==> config.mk <==
export PLATFORM = sky130hd
export DESIGN_NAME = serial_nibble_loader
export DESIGN_NICKNAME = d
export VERILOG_FILES = /design/src/rtl/serial_nibble_loader.sv
export SDC_FILE = /design/constraint.sdc
export NUM_CORES = 1
export LEC_CHECK = 0
export ABC_CLOCK_PERIOD_IN_PS = 4500
export CORE_MARGIN = 1.5
export CORE_UTILIZATION = 29
export CTS_BUF_LIST = sky130_fd_sc_hd__clkbuf_4 sky130_fd_sc_hd__clkbuf_8 sky130_fd_sc_hd__clkbuf_16
export DETAILED_ROUTE_END_ITERATION = 10
export PLACE_DENSITY = 0.42
export REMOVE_ABC_BUFFERS = 1
export SLEW_MARGIN = 20
export SYNTH_ARGS = -nofsm -noshare
export SYNTH_HDL_FRONTEND = slang
export SYNTH_SLANG_ARGS = --single-unit
==> constraint.sdc <==
create_clock -name clk -period 4.5 [get_ports clk]
set_input_delay 0.675 -clock clk [delete_from_list [all_inputs] [get_ports clk]]
set_output_delay 0.675 -clock clk [all_outputs]
set_load 0.005 [all_outputs]
==> src/rtl/serial_nibble_loader.sv <==
// serial_nibble_loader: receives start/4-data/parity/stop serial frames and strobes good nibbles out
module serial_nibble_loader #(
  parameter int BIT_CYCLES = 8,
  parameter bit PARITY_ODD = 1'b1
) (
  input  logic       clk,
  input  logic       rst_n,
  input  logic       Sin,
  output logic [3:0] Outp,
  output logic       Load,
  output logic       Busy,
  output logic       Perr,
  output logic       Ferr
);
  localparam int CW = $clog2(BIT_CYCLES);
  localparam logic [CW-1:0] H_M1 = CW'(BIT_CYCLES / 2 - 1);
  localparam logic [CW-1:0] B_M1 = CW'(BIT_CYCLES - 1);
  localparam logic [2:0] IDLE      = 3'd0;
  localparam logic [2:0] START     = 3'd1;
  localparam logic [2:0] DATA      = 3'd2;
  localparam logic [2:0] PARITY    = 3'd3;
  localparam logic [2:0] STOP      = 3'd4;
  localparam logic [2:0] WAIT_IDLE = 3'd5;
  logic          s1_q, s2_q, sin_s;
  logic [2:0]    st_q, st_d;
  logic [CW-1:0] cnt_q, cnt_d;
  logic [2:0]    idx_q, idx_d;
  logic [3:0]    sh_q, sh_d;
  logic          par_q, par_d;
  logic [3:0]    outp_q, outp_d;
  logic          load_q, load_d, perr_q, perr_d, ferr_q, ferr_d;
  logic          done, par_ok;
  assign sin_s  = s2_q;
  assign done   = cnt_q == ((st_q == START) ? H_M1 : B_M1);
  assign par_ok = (^{sh_q, par_q}) == PARITY_ODD;
  assign Outp   = outp_q;
  assign Load   = load_q;
  assign Perr   = perr_q;
  assign Ferr   = ferr_q;
  assign Busy   = st_q != IDLE;
  // Next-state: the start check lands mid start bit, each later sample one bit period apart
  always_comb begin
    st_d   = st_q;
    cnt_d  = cnt_q;
    idx_d  = idx_q;
    sh_d   = sh_q;
    par_d  = par_q;
    outp_d = outp_q;
    load_d = 1'b0;
    perr_d = 1'b0;
    ferr_d = 1'b0;
    case (st_q)
      IDLE: begin
        cnt_d = '0;
        st_d  = sin_s ? IDLE : START;
      end
      START: begin
        cnt_d = done ? '0 : cnt_q + 1'b1;
        idx_d = '0;
        if (done) st_d = sin_s ? IDLE : DATA;
      end
      DATA: begin
        cnt_d = done ? '0 : cnt_q + 1'b1;
        if (done) begin
          sh_d  = {sin_s, sh_q[3:1]};
          idx_d = idx_q + 3'd1;
          st_d  = (idx_q == 3'd3) ? PARITY : DATA;
        end
      end
      PARITY: begin
        cnt_d = done ? '0 : cnt_q + 1'b1;
        if (done) begin
          par_d = sin_s;
          st_d  = STOP;
        end
      end
      STOP: begin
        cnt_d = done ? '0 : cnt_q + 1'b1;
        if (done) begin
          load_d = sin_s & par_ok;
          outp_d = (sin_s & par_ok) ? sh_q : outp_q;
          perr_d = ~par_ok;
          ferr_d = ~sin_s;
          st_d   = sin_s ? IDLE : WAIT_IDLE;
        end
      end
      WAIT_IDLE: st_d = sin_s ? IDLE : WAIT_IDLE;
      default:   st_d = IDLE;
    endcase
  end
  // State, two-flop line synchronizer and registered outputs
  always_ff @(posedge clk or negedge rst_n) begin
    if (!rst_n) begin
      s1_q   <= 1'b1;
      s2_q   <= 1'b1;
      st_q   <= IDLE;
      cnt_q  <= '0;
      idx_q  <= '0;
      sh_q   <= '0;
      par_q  <= 1'b0;
      outp_q <= '0;
      load_q <= 1'b0;
      perr_q <= 1'b0;
      ferr_q <= 1'b0;
    end else begin
      s1_q   <= Sin;
      s2_q   <= s1_q;
      st_q   <= st_d;
      cnt_q  <= cnt_d;
      idx_q  <= idx_d;
      sh_q   <= sh_d;
      par_q  <= par_d;
      outp_q <= outp_d;
      load_q <= load_d;
      perr_q <= perr_d;
      ferr_q <= ferr_d;
    end
  end
endmodule

==> flow_metrics.py <==
metrics = {
    "status": {
        "status": "complete, no violations",
    },
    "run": {
        "cap_violations": 0,
    },
    "floorplan": {
        "start_util_pct": 30.63,
        "num_rows": 22,
        "die_h_um": 65.42,
        "dieArea_mm2": 0.004279,
        "coreArea_mm2": 0.003689,
        "die_w_um": 65.42,
        "design.portCount": 11,
    },
    "critical_path": {
        "cpMaxStageDelayCell": "dfrtp_1",
        "path_class": "reg2out",
        "path_max_fanout": 15,
        "cp-start-kind": "flip-flop",
        "cp_slowest_stage_delay_ns": 0.53,
        "crit_family": "flip-flops",
        "end_kind": "primary output",
        "ff2ff_setup_slack_ns": 2.58,
        "r2r_start": "cnt_q[0]$_DFFE_PN0P_",
        "crit_chain": "nor2_1 -> nand2_1 -> clkdlybuf4s50_1",
        "crit_start": "st_q[0]$_DFFE_PN0P_",
        "required_ns": 3.83,
        "rr_endpoint": "Outp[2]$_DFFE_PN0P_",
        "rr_worst_depth": 5,
        "critPathBufInv": 1,
        "arrival_ns": 1.77,
    },
    "sta": {
        "post-route-period-util_pct": 54.33,
        "rsz0062_at_grt": "false",
        "fin_tns_setup_ns": 0,
        "max_freq_mhz": 409.0,
        "worst_slack_ns": 2.055,
        "hold_viol": 0,
        "tightest_slew_ns": 0.5218,
        "slew_headroom_pct": 65.22,
        "period_minus_slack_ns": 2.445,
        "clock_skew_ns": 0.003310,
        "final-setup-viol-count": 0,
        "maxSlewViolCount": 0,
    },
    "clock_tree": {
        "cts_repair_resize_count": 0,
        "clkSlewWorstSetupHoldPaths_ns": 0.09,
        "cts_inserted_buffers": 3,
        "cts_root_buf": "clkbuf_8",
        "clock_path_buffers": 2,
        "hold_buffers": 0,
        "clock_latency_ns": 0.27,
        "tritoncts": "done",
        "clock-sinks": 23,
        "post_cts_buffers": 0,
        "cts_htree_levels": 1,
    },
    "power_and_ir_drop": {
        "ir_drop_uv": 163.4,
        "p_total_uw": 657.3,
        "power.density_mw_per_mm2": 501.8,
        "power_leakage_nw": 0.5678,
    },
    "global_routing": {
        "grt_max_degree": 24,
        "antenna_found_initial": 0,
        "globalRouteTotalUtil_pct": 11.88,
        "grt.overflow.total": 0,
        "grt_pass1_vias": 788,
        "grt_pass1_wl_um": 3850,
    },
    "synthesis": {
        "yosysSeqAreaShare_pct": 51.16,
        "yosys_register_bits": 23,
        "yosys.cell_types.count": 38,
        "synth-warning-count": 0,
        "syn-cell-area_mm2": 0.001130,
        "synth_area_per_cell_um2": 11.19,
        "synthCells": 101,
    },
    "finish": {
        "multiInputGateArea_um2": 511.7,
        "num-fill-cells": 397,
        "num_antenna_cells": 0,
        "drive_gt1_share_pct": 15.45,
        "syn_to_final_growth_pct": 15.95,
        "utilization_pct": 35.52,
        "nNetsFinal": 117,
        "seq_area_um2": 578.1,
    },
    "routing": {
        "routed_via_density": 5.006,
        "dr.pass1.iters": 4,
        "remaining_drc_errors": 0,
        "vias": 791,
        "postRouteAntennaNets": 0,
        "wire_per_inst_um": 13.89,
        "finalWirelength_um": 2194,
        "drt_iter0_markers": 17,
    },
    "min_path": {
        "holdPathStages": 0,
        "worstHoldEndpoint": "s2_q$_DFF_PN1_",
        "min_from": "s1_q$_DFF_PN1_",
        "hp-class": "reg2reg",
    },
    "placed_design": {
        "place_congestion": 0.7447,
        "post-place-ws_ns": 2.370,
        "hpwl_um": 1526,
        "io_buffers": 10,
    },
}
-- layout make-up --
cell class	instances	share of cell area, %
Clock buffer	3	3.152
Clock inverter	1	0.3820
Inverter	5	1.433
Multi-Input combinational cell	68	39.06
Sequential cell	23	44.13
Tap cell	48	4.585
Timing Repair Buffer	10	7.259
-- placed cells by master (no fill, tap or decap), drive strengths merged, types with 2 or more instances in the layout --
master         instances
nor2                   6
a311oi                 2
nor3                   3
o21ai                  9
nand2                  7
xnor2                  3
ha                     3
dfstp                  2
a22o                   2
clkdlybuf4s50          9
nand3                  2
a21oi                  5
dfrtp                 21
inv                    5
clkbuf                 3
mux2i                  2
mux2                   6
-- metal layers --
metal,routed length [um],global-route usage (%),vias to the layer above
met4,30,4.688,0
met2,989,17.22,15
met1,1102,17.37,391
li1,-,-,381
met5,0,0,-
met3,72,2.226,4
-- where the power goes --
| part | internal (mW) | switching, mW | total, mW |
|---|---|---|---|
| Sequential | 0.244 | 0.0572 | 0.301 |
| Combinational | 0.113 | 0.111 | 0.224 |
| Clock | 0.0619 | 0.0702 | 0.132 |
| Total | 0.419 | 0.238 | 0.657 |
-- worst register-to-register path, cell delays in order, from the launching register on --
cell and delay (ns):
dfrtp_1 0.38, ha_1 0.29, and2_0 0.33, nand4_1 0.27, nor2_4 0.22, mux2_1 0.33
-- worst max path at each step --
stage	endpoint	slack [ns]	cells past startpoint
floorplan	Outp[2]$_DFFE_PN0P_	2.87	5
global placement	Busy	2.40	3
detailed placement	Busy	2.37	3
CTS	Busy	2.05	3
global route	Busy	1.86	3
finish	Busy	2.05	3
-- cells in the mapped netlist, drive strengths merged --
cell / n / share of area (%)
or3: 1 / 0.55
buf: 2 / 0.89
or2: 1 / 0.55
o41ai: 1 / 0.78
o21ai: 9 / 4.0
o2bb2ai: 1 / 0.78
nor2: 6 / 2.7
xnor3: 1 / 2.0
nand2: 7 / 2.3
inv: 5 / 1.7
a311oi: 2 / 1.6
a21boi: 1 / 0.66
a31o: 1 / 0.78
a31oi: 1 / 0.55
nand3: 2 / 0.89
a21oi: 5 / 2.2
mux2: 6 / 6.3
mux2i: 2 / 1.8
nor3: 3 / 1.3
nor4: 1 / 0.55
nor2b: 1 / 0.55
a22oi: 1 / 0.66
clkbuf: 3 / 1.0
ha: 3 / 3.3
a311o: 1 / 0.89
and3: 1 / 0.55
dfrtp: 21 / 47
nand4: 1 / 0.55
a22o: 2 / 1.6
xnor2: 3 / 2.3
dfstp: 2 / 4.7
xor3: 1 / 2.2
o221a: 1 / 1.0
maj3: 1 / 0.89
and2: 1 / 0.55
-- cells by family (layout without fill, tap and decap cells) --
| kind of cell | after synthesis | in the layout | share of synthesized area (%) |
|---|---|---|---|
| AO/OA/AOI/OAI | 26 | 26 | 15.39 |
| XOR/XNOR | 5 | 5 | 6.534 |
| flip-flops | 23 | 23 | 51.16 |
| multiplexers | 8 | 8 | 8.083 |
| buffers and inverters | 10 | 19 | 3.544 |
| adder cells (fa/ha/maj) | 4 | 4 | 4.209 |
| AND/OR/NAND/NOR | 25 | 25 | 11.08 |
-- metrics by stage --
step / hold WS [ns] / area [um2] / std cells
after floorplan: 0.3452 / 1109 / 96
after global placement: 0.3468 / 1269 / 154
after detailed placement: 0.3468 / 1269 / 154
after CTS: 0.3601 / 1315 / 158
after global routing: 0.3692 / 1310 / 158
final: 0.3587 / 1310 / 158
-- flip-flops by register name, indices dropped and copies added (netlist names) --
| register | cells |
|---|---|
| Outp | 4 |
| sh_q | 4 |
| cnt_q | 3 |
| idx_q | 3 |
| st_q | 3 |
| Ferr | 1 |
| Load | 1 |
| Perr | 1 |
| par_q | 1 |
| s1_q | 1 |
| s2_q | 1 |
(Power assumes the default switching activity.)
